**config.mk**
```make
export PLATFORM = sky130hd
export DESIGN_NAME = mpu_matrix_regfile
export DESIGN_NICKNAME = d
export VERILOG_FILES = /design/src/rtl/mpu_matrix_regfile_pkg.sv /design/src/rtl/mpu_matrix_regfile_stream_ctr.sv /design/src/rtl/mpu_matrix_regfile.sv
export SDC_FILE = /design/constraint.sdc
export NUM_CORES = 2
export LEC_CHECK = 0
export ABC_AREA = 1
export BUFFER_PORTS_ARGS = -buffer_cell sky130_fd_sc_hd__clkbuf_2
export CORE_MARGIN = 2
export CORE_UTILIZATION = 40
export DETAILED_ROUTE_END_ITERATION = 12
export PLACE_DENSITY = 0.54
export SLEW_MARGIN = 30
export SYNTH_ARGS = -nofsm -noshare
export SYNTH_HDL_FRONTEND = slang
export SYNTH_SLANG_ARGS = --single-unit
```
**constraint.sdc**
```tcl
create_clock -name clk -period 4.1 [get_ports clk]
set_input_delay 0.205 -clock clk [delete_from_list [all_inputs] [get_ports clk]]
set_output_delay 0.205 -clock clk [all_outputs]
set_load 0.03 [all_outputs]
```
**src/rtl/mpu_matrix_regfile_pkg.sv**
```systemverilog
// Shared sizing, dimension types and stream FSM states for the MPU matrix register file.
package mpu_matrix_regfile_pkg;
  localparam int FP               = 32;
  localparam int M                = 4;
  localparam int N                = 4;
  localparam int MBITS            = $clog2(M);
  localparam int NBITS            = $clog2(N);
  localparam int MATRIX_REG_SIZE  = 2;
  localparam int MATRIX_REGISTERS = 2**MATRIX_REG_SIZE;

  typedef logic [MBITS:0] mdim_t;
  typedef logic [NBITS:0] ndim_t;
  typedef logic [FP-1:0]  elem_t;

  localparam mdim_t M_MAX = mdim_t'(M);
  localparam ndim_t N_MAX = ndim_t'(N);

  typedef enum logic {RF_IDLE, RF_STREAM} regfile_state_t;

  // True when (r,c) is the final element of an ms x ns matrix in row-major order.
  function automatic logic is_last(mdim_t r, ndim_t c, mdim_t ms, ndim_t ns);
    return (r == ms - mdim_t'(1)) && (c == ns - ndim_t'(1));
  endfunction
endpackage

```
**src/rtl/mpu_matrix_regfile_stream_ctr.sv**
```systemverilog
// Row-major row/column position counter; exposes current and next position for one-cycle-ahead fetch.
module mpu_matrix_regfile_stream_ctr
  import mpu_matrix_regfile_pkg::*;
(
  input  logic  clk,
  input  logic  rst,
  input  logic  clr_i,
  input  logic  adv_i,
  input  mdim_t m_size_i,
  input  ndim_t n_size_i,
  output mdim_t row_o,
  output ndim_t col_o,
  output mdim_t nxt_row_o,
  output ndim_t nxt_col_o,
  output logic  last_o,
  output logic  nxt_last_o
);
  mdim_t row_q, row_d;
  ndim_t col_q, col_d;

  always_comb begin
    row_d = row_q;
    col_d = col_q + ndim_t'(1);
    if (col_q == n_size_i - ndim_t'(1)) begin
      col_d = '0;
      row_d = row_q + mdim_t'(1);
    end
  end

  always_ff @(posedge clk) begin
    if (!rst) begin
      row_q <= '0;
      col_q <= '0;
    end else if (clr_i) begin
      row_q <= '0;
      col_q <= '0;
    end else if (adv_i) begin
      row_q <= row_d;
      col_q <= col_d;
    end
  end

  assign row_o      = row_q;
  assign col_o      = col_q;
  assign nxt_row_o  = row_d;
  assign nxt_col_o  = col_d;
  assign last_o     = is_last(row_q, col_q, m_size_i, n_size_i);
  assign nxt_last_o = is_last(row_d, col_d, m_size_i, n_size_i);
endmodule

```
**src/rtl/mpu_matrix_regfile.sv**
```systemverilog
// Matrix register file: element-stream write port from the load stage, row-major streaming read port.
module mpu_matrix_regfile
  import mpu_matrix_regfile_pkg::*;
(
  input  logic                        clk,
  input  logic                        rst,
  input  logic                        reg_load_en,
  input  logic [MATRIX_REG_SIZE-1:0]  reg_load_addr,
  input  logic [MBITS:0]              reg_m_out,
  input  logic [NBITS:0]              reg_n_out,
  input  logic [MBITS:0]              reg_m_size,
  input  logic [NBITS:0]              reg_n_size,
  input  logic [FP-1:0]               reg_element_out,
  output logic                        wr_error,
  input  logic                        rd_req,
  input  logic [MATRIX_REG_SIZE-1:0]  rd_addr,
  output logic                        rd_ack,
  output logic                        rd_error,
  output logic                        rd_valid,
  output logic [FP-1:0]               rd_element,
  output logic [MBITS:0]              rd_row,
  output logic [NBITS:0]              rd_col,
  output logic                        rd_last,
  output logic [MBITS:0]              rd_m_size,
  output logic [NBITS:0]              rd_n_size,
  output logic [MATRIX_REGISTERS-1:0] slot_valid
);
  elem_t                       mem_q [MATRIX_REGISTERS][M][N];
  mdim_t                       msize_q [MATRIX_REGISTERS];
  ndim_t                       nsize_q [MATRIX_REGISTERS];
  logic [MATRIX_REGISTERS-1:0] slot_valid_q;

  regfile_state_t              state_q;
  logic [MATRIX_REG_SIZE-1:0]  slot_q;
  mdim_t                       rd_m_size_q;
  ndim_t                       rd_n_size_q;
  elem_t                       rd_element_q;
  logic                        wr_error_q, rd_ack_q, rd_error_q, rd_valid_q, rd_last_q;

  logic  wr_ok, wr_first, wr_final, accept, abort, adv;
  mdim_t ctr_row, ctr_nrow;
  ndim_t ctr_col, ctr_ncol;
  logic  ctr_last, ctr_nlast;

  always_comb begin
    wr_ok    = reg_load_en
             && (reg_m_size != '0) && (reg_n_size != '0)
             && (reg_m_size <= M_MAX) && (reg_n_size <= N_MAX)
             && (reg_m_out < reg_m_size) && (reg_n_out < reg_n_size);
    wr_first = (reg_m_out == '0) && (reg_n_out == '0);
    wr_final = is_last(reg_m_out, reg_n_out, reg_m_size, reg_n_size);
    accept   = (state_q == RF_IDLE) && rd_req && slot_valid_q[rd_addr];
    abort    = wr_ok && (state_q == RF_STREAM) && (reg_load_addr == slot_q);
    adv      = (state_q == RF_STREAM) && !abort && !ctr_last;
  end

  mpu_matrix_regfile_stream_ctr u_ctr (
    .clk        (clk),
    .rst        (rst),
    .clr_i      (accept),
    .adv_i      (adv),
    .m_size_i   (rd_m_size_q),
    .n_size_i   (rd_n_size_q),
    .row_o      (ctr_row),
    .col_o      (ctr_col),
    .nxt_row_o  (ctr_nrow),
    .nxt_col_o  (ctr_ncol),
    .last_o     (ctr_last),
    .nxt_last_o (ctr_nlast)
  );

  always_ff @(posedge clk) begin
    if (wr_ok)
      mem_q[reg_load_addr][reg_m_out[MBITS-1:0]][reg_n_out[NBITS-1:0]] <= reg_element_out;
  end

  always_ff @(posedge clk) begin
    if (!rst) begin
      slot_valid_q <= '0;
      wr_error_q   <= 1'b0;
      for (int i = 0; i < MATRIX_REGISTERS; i++) begin
        msize_q[i] <= '0;
        nsize_q[i] <= '0;
      end
    end else begin
      wr_error_q <= reg_load_en && !wr_ok;
      if (wr_ok) begin
        if (wr_first) begin
          msize_q[reg_load_addr]      <= reg_m_size;
          nsize_q[reg_load_addr]      <= reg_n_size;
          slot_valid_q[reg_load_addr] <= 1'b0;
        end
        // Later assignment lets a 1x1 write leave the slot valid.
        if (wr_final)
          slot_valid_q[reg_load_addr] <= 1'b1;
      end
    end
  end

  always_ff @(posedge clk) begin
    if (!rst) begin
      state_q      <= RF_IDLE;
      slot_q       <= '0;
      rd_m_size_q  <= '0;
      rd_n_size_q  <= '0;
      rd_element_q <= '0;
      rd_ack_q     <= 1'b0;
      rd_error_q   <= 1'b0;
      rd_valid_q   <= 1'b0;
      rd_last_q    <= 1'b0;
    end else begin
      rd_ack_q   <= 1'b0;
      rd_error_q <= 1'b0;
      case (state_q)
        RF_IDLE: begin
          rd_valid_q <= 1'b0;
          rd_last_q  <= 1'b0;
          if (rd_req) begin
            if (slot_valid_q[rd_addr]) begin
              state_q      <= RF_STREAM;
              slot_q       <= rd_addr;
              rd_m_size_q  <= msize_q[rd_addr];
              rd_n_size_q  <= nsize_q[rd_addr];
              rd_ack_q     <= 1'b1;
              rd_valid_q   <= 1'b1;
              rd_element_q <= mem_q[rd_addr][0][0];
              rd_last_q    <= is_last('0, '0, msize_q[rd_addr], nsize_q[rd_addr]);
            end else begin
              rd_error_q <= 1'b1;
            end
          end
        end
        RF_STREAM: begin
          if (abort) begin
            state_q    <= RF_IDLE;
            rd_valid_q <= 1'b0;
            rd_last_q  <= 1'b0;
            rd_error_q <= 1'b1;
          end else if (ctr_last) begin
            state_q    <= RF_IDLE;
            rd_valid_q <= 1'b0;
            rd_last_q  <= 1'b0;
          end else begin
            rd_element_q <= mem_q[slot_q][ctr_nrow[MBITS-1:0]][ctr_ncol[NBITS-1:0]];
            rd_last_q    <= ctr_nlast;
          end
        end
      endcase
    end
  end

  assign wr_error   = wr_error_q;
  assign rd_ack     = rd_ack_q;
  assign rd_error   = rd_error_q;
  assign rd_valid   = rd_valid_q;
  assign rd_element = rd_element_q;
  assign rd_row     = ctr_row;
  assign rd_col     = ctr_col;
  assign rd_last    = rd_last_q;
  assign rd_m_size  = rd_m_size_q;
  assign rd_n_size  = rd_n_size_q;
  assign slot_valid = slot_valid_q;
endmodule

```
After elaboration in Yosys (flattened, before gate mapping)
Memory sizes are Yosys's and may differ from the RTL's. A register that Yosys moved wholly into a read port is not among the register bits.
Cells that the tools add are included.
Word-level totals
  flip-flop bits (word level): 56
  memory bits (writable): 2072
  input port bits: 52
  output and inout bits: 53
  word-level logic and storage cells: 151
  memories: 3
Operators by class
  $add $sub $neg: 8
  magnitude comparators: 13
  eq/ne operators: 12
  muxes and demuxes: 57
  bitwise operators: 9
  reductions and logical operators: 36
Memory list
  mem_q: words 4, width 512, rd ports 2, clocked after Yosys merged registers in 1, wr ports 1, line mpu_matrix_regfile.sv:28  | elem_t mem_q [MATRIX_REGISTERS][M][N];
  msize_q: words 4, width 3, rd ports 1, clocked after Yosys merged registers in 0, wr ports 4, line mpu_matrix_regfile.sv:29  | mdim_t msize_q [MATRIX_REGISTERS];
  nsize_q: words 4, width 3, rd ports 1, clocked after Yosys merged registers in 0, wr ports 4, line mpu_matrix_regfile.sv:30  | ndim_t nsize_q [MATRIX_REGISTERS];
Operators by type and width (number)
  2-to-1 mux 512 bit: 1
  2-to-1 mux 128 bit: 3
  binary-select mux 128 bit (select 2 bit): 1
  demux 128 bit (select 2 bit): 1
  2-to-1 mux 32 bit: 7
  binary-select mux 32 bit (select 2 bit): 1
  demux 32 bit (select 2 bit): 1
  one-hot mux 32 bit (2 select lines): 1
  2-to-1 mux 1 bit: 23
  logical AND 1 bit: 21
  equality test 3 bit: 6
  subtractor 3 x 1 -> 3 bit (second input constant): 6
  2-to-1 mux 4 bit: 4
  >= comparator 3 bit (second input constant): 4
  logical NOT 3 bit: 4
  2-to-1 mux 3 bit: 4
  NOT 2 -> 3 bit: 4
  2-to-1 mux 2 bit: 4
  one-hot mux 1 bit (2 select lines): 4
  adder 3 x 1 -> 3 bit (second input constant): 2
  less-or-equal comparator 3 bit (second input constant): 2
  < comparator 2 x 3 -> 1 bit (second input constant): 2
  < comparator 3 x 1 -> 1 bit (second input constant): 2
  < comparator 3 bit: 2
  other kinds (17): 25

Depth between registers and ports, before layout
  depth after elaboration: 13
  gate-level depth with buffers: 18
  mapped depth without buffers: 17

By module
Synthesis repeated with hierarchy kept, for this count alone.
Second synthesis, totals
  cell total of the unflattened synthesis: 7444
  area, all modules: 87371.3 µm²
By module, submodules not included
  mpu_matrix_regfile: instances 1, cells an instance 7329, area each 86655.6 µm², sequential area each 63260.7 µm²
  mpu_matrix_regfile_stream_ctr: instances 1, cells an instance 115, area each 715.7 µm², sequential area each 120.1 µm²

Worst setup path before layout
No wires, ideal clock.
  kind: input-to-reg
  start point: input port reg_m_size[1]
  end point: memory mem_q[0][160] in the netlist's numbering (enable)
  library setup time: 0.421 ns
  arrival time: 3.054 ns
  data required time: 3.679 ns
  setup slack: 0.625 ns
  stages on the path: 12
  path buffers: 0
  cells stage by stage: inv_1 ha_1 inv_1 ha_1 inv_1 nand4_1 clkinv_1 nand4_1 or3_4 nor3_1 nand2_1 nor2_1
Between the ends
  word-level cells in the longest chain between the ends: 9
  elaborated cells between the ends (all ways): 11
  classes of those cells: order compare: 2; mux: 2; reduce/logical: 7
Ends and longest elaborated chain
  start: declaration: line mpu_matrix_regfile.sv:11  | input logic [MBITS:0] reg_m_size,
  parallel branches: the longest is 5 deep, another holds less-or-equal comparator 3 bit
  logical AND 1 bit (*) (2 in a row): line mpu_matrix_regfile.sv:49  | && (reg_m_out < reg_m_size) && (reg_n_out < reg_n_size);
  2-to-1 mux 1 bit (*): line mpu_matrix_regfile.sv:73  | if (wr_ok)
  2-to-1 mux 512 bit (implied by the code) (*): line mpu_matrix_regfile.sv:74  | mem_q[reg_load_addr][reg_m_out[MBITS-1:0]][reg_n_out[NBITS-1:0]] <= reg_element_out;
  end: declaration: line mpu_matrix_regfile.sv:28
Mark *: on every way between the ends.

==> results_dict.tcl <==
set metrics [dict create \
    cp-start-kind "register" \
    synth.ff_latch_count 2130 \
    synth_top_area_share_pct 70.9 \
    max_freq_ghz 0.283 \
    power.leakage_nw 35.0 \
    grt_remaining_overflow 0 \
    wl_per_cell_microns 27.7 \
    first_global_vias 56300 \
    ioPinCount 105 \
    core-area_sq_um 218000 \
    drtAntennaViolNets 0 \
    die_x_microns 472 \
    synth_seq_area_share_pct 72.3 \
    post_cts_buffers 0 \
    cts_root_buf "clkbuf_16" \
    synth_area_leader_cell "edfxtp_1" \
    max-vdd-ir-drop_mv 0.450 \
    vias_per_cell 5.72 \
    cp_max_fo 148 \
    synth-async-reset-ratio_pct 0 \
    post-route-period-util_pct 86.1 \
    crit_top_cell "nand3_1" \
    synth_edf_count 2072 \
    initialDrtViolationCount 8575 \
    drc 0 \
    setup_viol 0 \
    drtPass1Iterations 7 \
    clk_latency_ps 880 \
    netlist_area_sq_um 87700 \
    grt_pass1_wl_microns 417000 \
    tns_ps 0 \
    cp.arrival_ps 4330 \
    slew_viol_final 0 \
    fp.dieArea_sq_um 223000 \
    slew_headroom_pct 31.5 \
    wl_microns 292000 \
    area_delta_synth_final_pct 15.2 \
    path_class "register to register" \
    num_rows 171 \
    maxCapViolCount 0 \
    die_h_microns 472 \
    vias 60500 \
    post-dp-hpwl_microns 177000 \
    slowest_delay_ps 510 \
    gp_congestion 0.974 \
    cts_buffers 220 \
    hp-class "input pin to register" \
    finalPower_mw 46.8 \
    clockBufferDepth 3 \
    ys_types 43 \
    ys_dominant_reg_cell "edfxtp_1" \
    synth_fp_nets 7469 \
    htree_levels 4 \
    cts.sinks 2130 \
    synthTopCellsByArea "edfxtp_1, nand3_1, o21ai_0" \
    io_buffers 104 \
    track_usage_pct 25.7 \
    period_minus_slack_ps 3530 \
    grt_max_degree 186 \
    tightest_slew_ps 1030 \
    fin_worst_skew_ps 41.0 \
    syn_avg_cell_area_sq_um 11.9 \
    critPathRequiredTime_ps 4900 \
    hold_viol 0 \
    drive_gt1_share_pct 10.2 \
    status "completed" \
    crit_slowest_cell "buf_16" \
    ys_warn_count 0 \
    nets 7581 \
    yosysMostFrequentCell "edfxtp_1" \
    synth_common_cells "edfxtp_1, nand2_1, nor2_1, nand3_1, o21ai_0" \
    crit_path_cell_trace "inv_16, buf_16, buf_12, o21ai_0, o22ai_1, inv_1, nand2_1, nand3_1, nand3_1, nand3_1, nand3_1, nand2_1, a21oi_1" \
    synthCells 7401 \
    clkTransAtPathRegs_ps 60 \
    cts_tree "built" \
    antenna_found_initial 23 \
    power.density_nw_per_um2 463 \
    n_fill_cell 19500 \
    grt_setup_unrepaired "no" \
    critPathCaptureType "register" \
    initial_core_util_pct 40.3 \
]
## final cells by class
cell class	count	area, sq um	share of cell area, %
flip-flops and latches	2130	63400	62.8
diodes	22	55.1	0.0545
multi-input cells	4473	21600	21.3
clock inverters	143	1240	1.23
repair buffers	397	4320	4.27
clock buffers	268	5780	5.72
well taps	2854	3570	3.53
inverters	291	1120	1.10
## per-stage QoR
| step | utilization [%] | cell area (sq um) | setup slack, ps | hold WS, ps | cells |
|---|---|---|---|---|---|
| after floorplan | - | 87700 | 625 | 304 | 7401 |
| after global placement | 43.0 | 93500 | 740 | 447 | 10100 |
| after detailed placement | 43.0 | 93600 | 784 | 451 | 10100 |
| after CTS | 46.4 | 101000 | 774 | 7.67 | 10600 |
| after global routing | 46.4 | 101000 | 392 | 6.34 | 10600 |
| final | 46.4 | 101000 | 568 | 14.3 | 10600 |
## worst max-delay path: cells and delay by family, from the launching register on
kind / cells / cell delay (ps)
buffers and inverters: 4 / 1270
AND/OR/NAND/NOR: 6 / 940
AO/OA/AOI/OAI: 3 / 530
flip-flops: 1 / 460
## placed cells by master, fill, tap and decap left out, types with 8 or more instances in the layout
master / synthesis / final
o221ai_1: 14 / 14
nand3_1: 887 / 887
dfxtp_1: 58 / 55
diode_2: 0 / 22
o21ai_1: 35 / 35
clkbuf_2: 0 / 89
inv_1: 281 / 280
o21ai_0: 857 / 857
buf_12: 0 / 117
buf_4: 17 / 140
a21oi_1: 57 / 57
nand2_2: 13 / 16
clkinvlp_4: 0 / 8
nor2_4: 0 / 64
nor2_1: 1049 / 984
clkbuf_1: 263 / 41
nand2_1: 1115 / 1109
clkinv_1: 2 / 65
o22a_1: 168 / 168
bufinv_16: 0 / 18
buf_2: 196 / 9
o22ai_1: 203 / 203
edfxtp_1: 2072 / 2072
ha_1: 16 / 16
clkinv_2: 0 / 44
clkbuf_16: 0 / 222
dlygate4sd3_1: 0 / 31
## worst paths after layout
path / from / slack (ps) / cells after the start / to
worst min register to register: rd_valid / 470 / 2 / rd_valid
worst max register to register: register / 570 / 13 / rd_element[22]
worst min-delay path: reg_element_out[13] / 10 / 2 / mem_q[0][269]
worst max-delay path: register / 570 / 13 / rd_element[22]
## metal layers
| layer | GRT usage [%] | vias to the layer above | part of all wire (%) |
|---|---|---|---|
| met1 | 36.9 | 30300 | 42 |
| met5 | 0 | - | 0 |
| met2 | 38.6 | 2943 | 44 |
| met3 | 4.65 | 513 | 8.9 |
| met4 | 10.4 | 0 | 4.4 |
| li1 | - | 26800 | - |
## state kept, by name, summed over array words and instances, names as in the netlist, 2 cells and up, named ones only
register / count
mem_q: 2048
msize_q: 12
nsize_q: 12
rd_element: 32
rd_m_size: 3
rd_n_size: 3
slot_q: 2
slot_valid: 4
u_ctr.col_o: 3
u_ctr.row_o: 3
## what timing repair did
item	CTS	global route
hold buffers	27	4
endpoints found under the hold margin	290	51
resized for setup	0	0
## cells by family after synthesis
logic type               share of synthesized area [%]
AND/OR/NAND/NOR                                   14.8
flip-flops                                        72.3
AO/OA/AOI/OAI                                     8.84
buffers and inverters                             3.80
adder cells (fa/ha/maj)                          0.228
XOR/XNOR                                        0.0899
## where the power goes
part / switching [mW] / internal [mW]
Combinational: 2.38 / 0.731
Clock: 8.56 / 11.1
Sequential: 0.0800 / 23.9
Total: 11.0 / 35.8
Note: power is estimated with default switching activity, not from simulation.
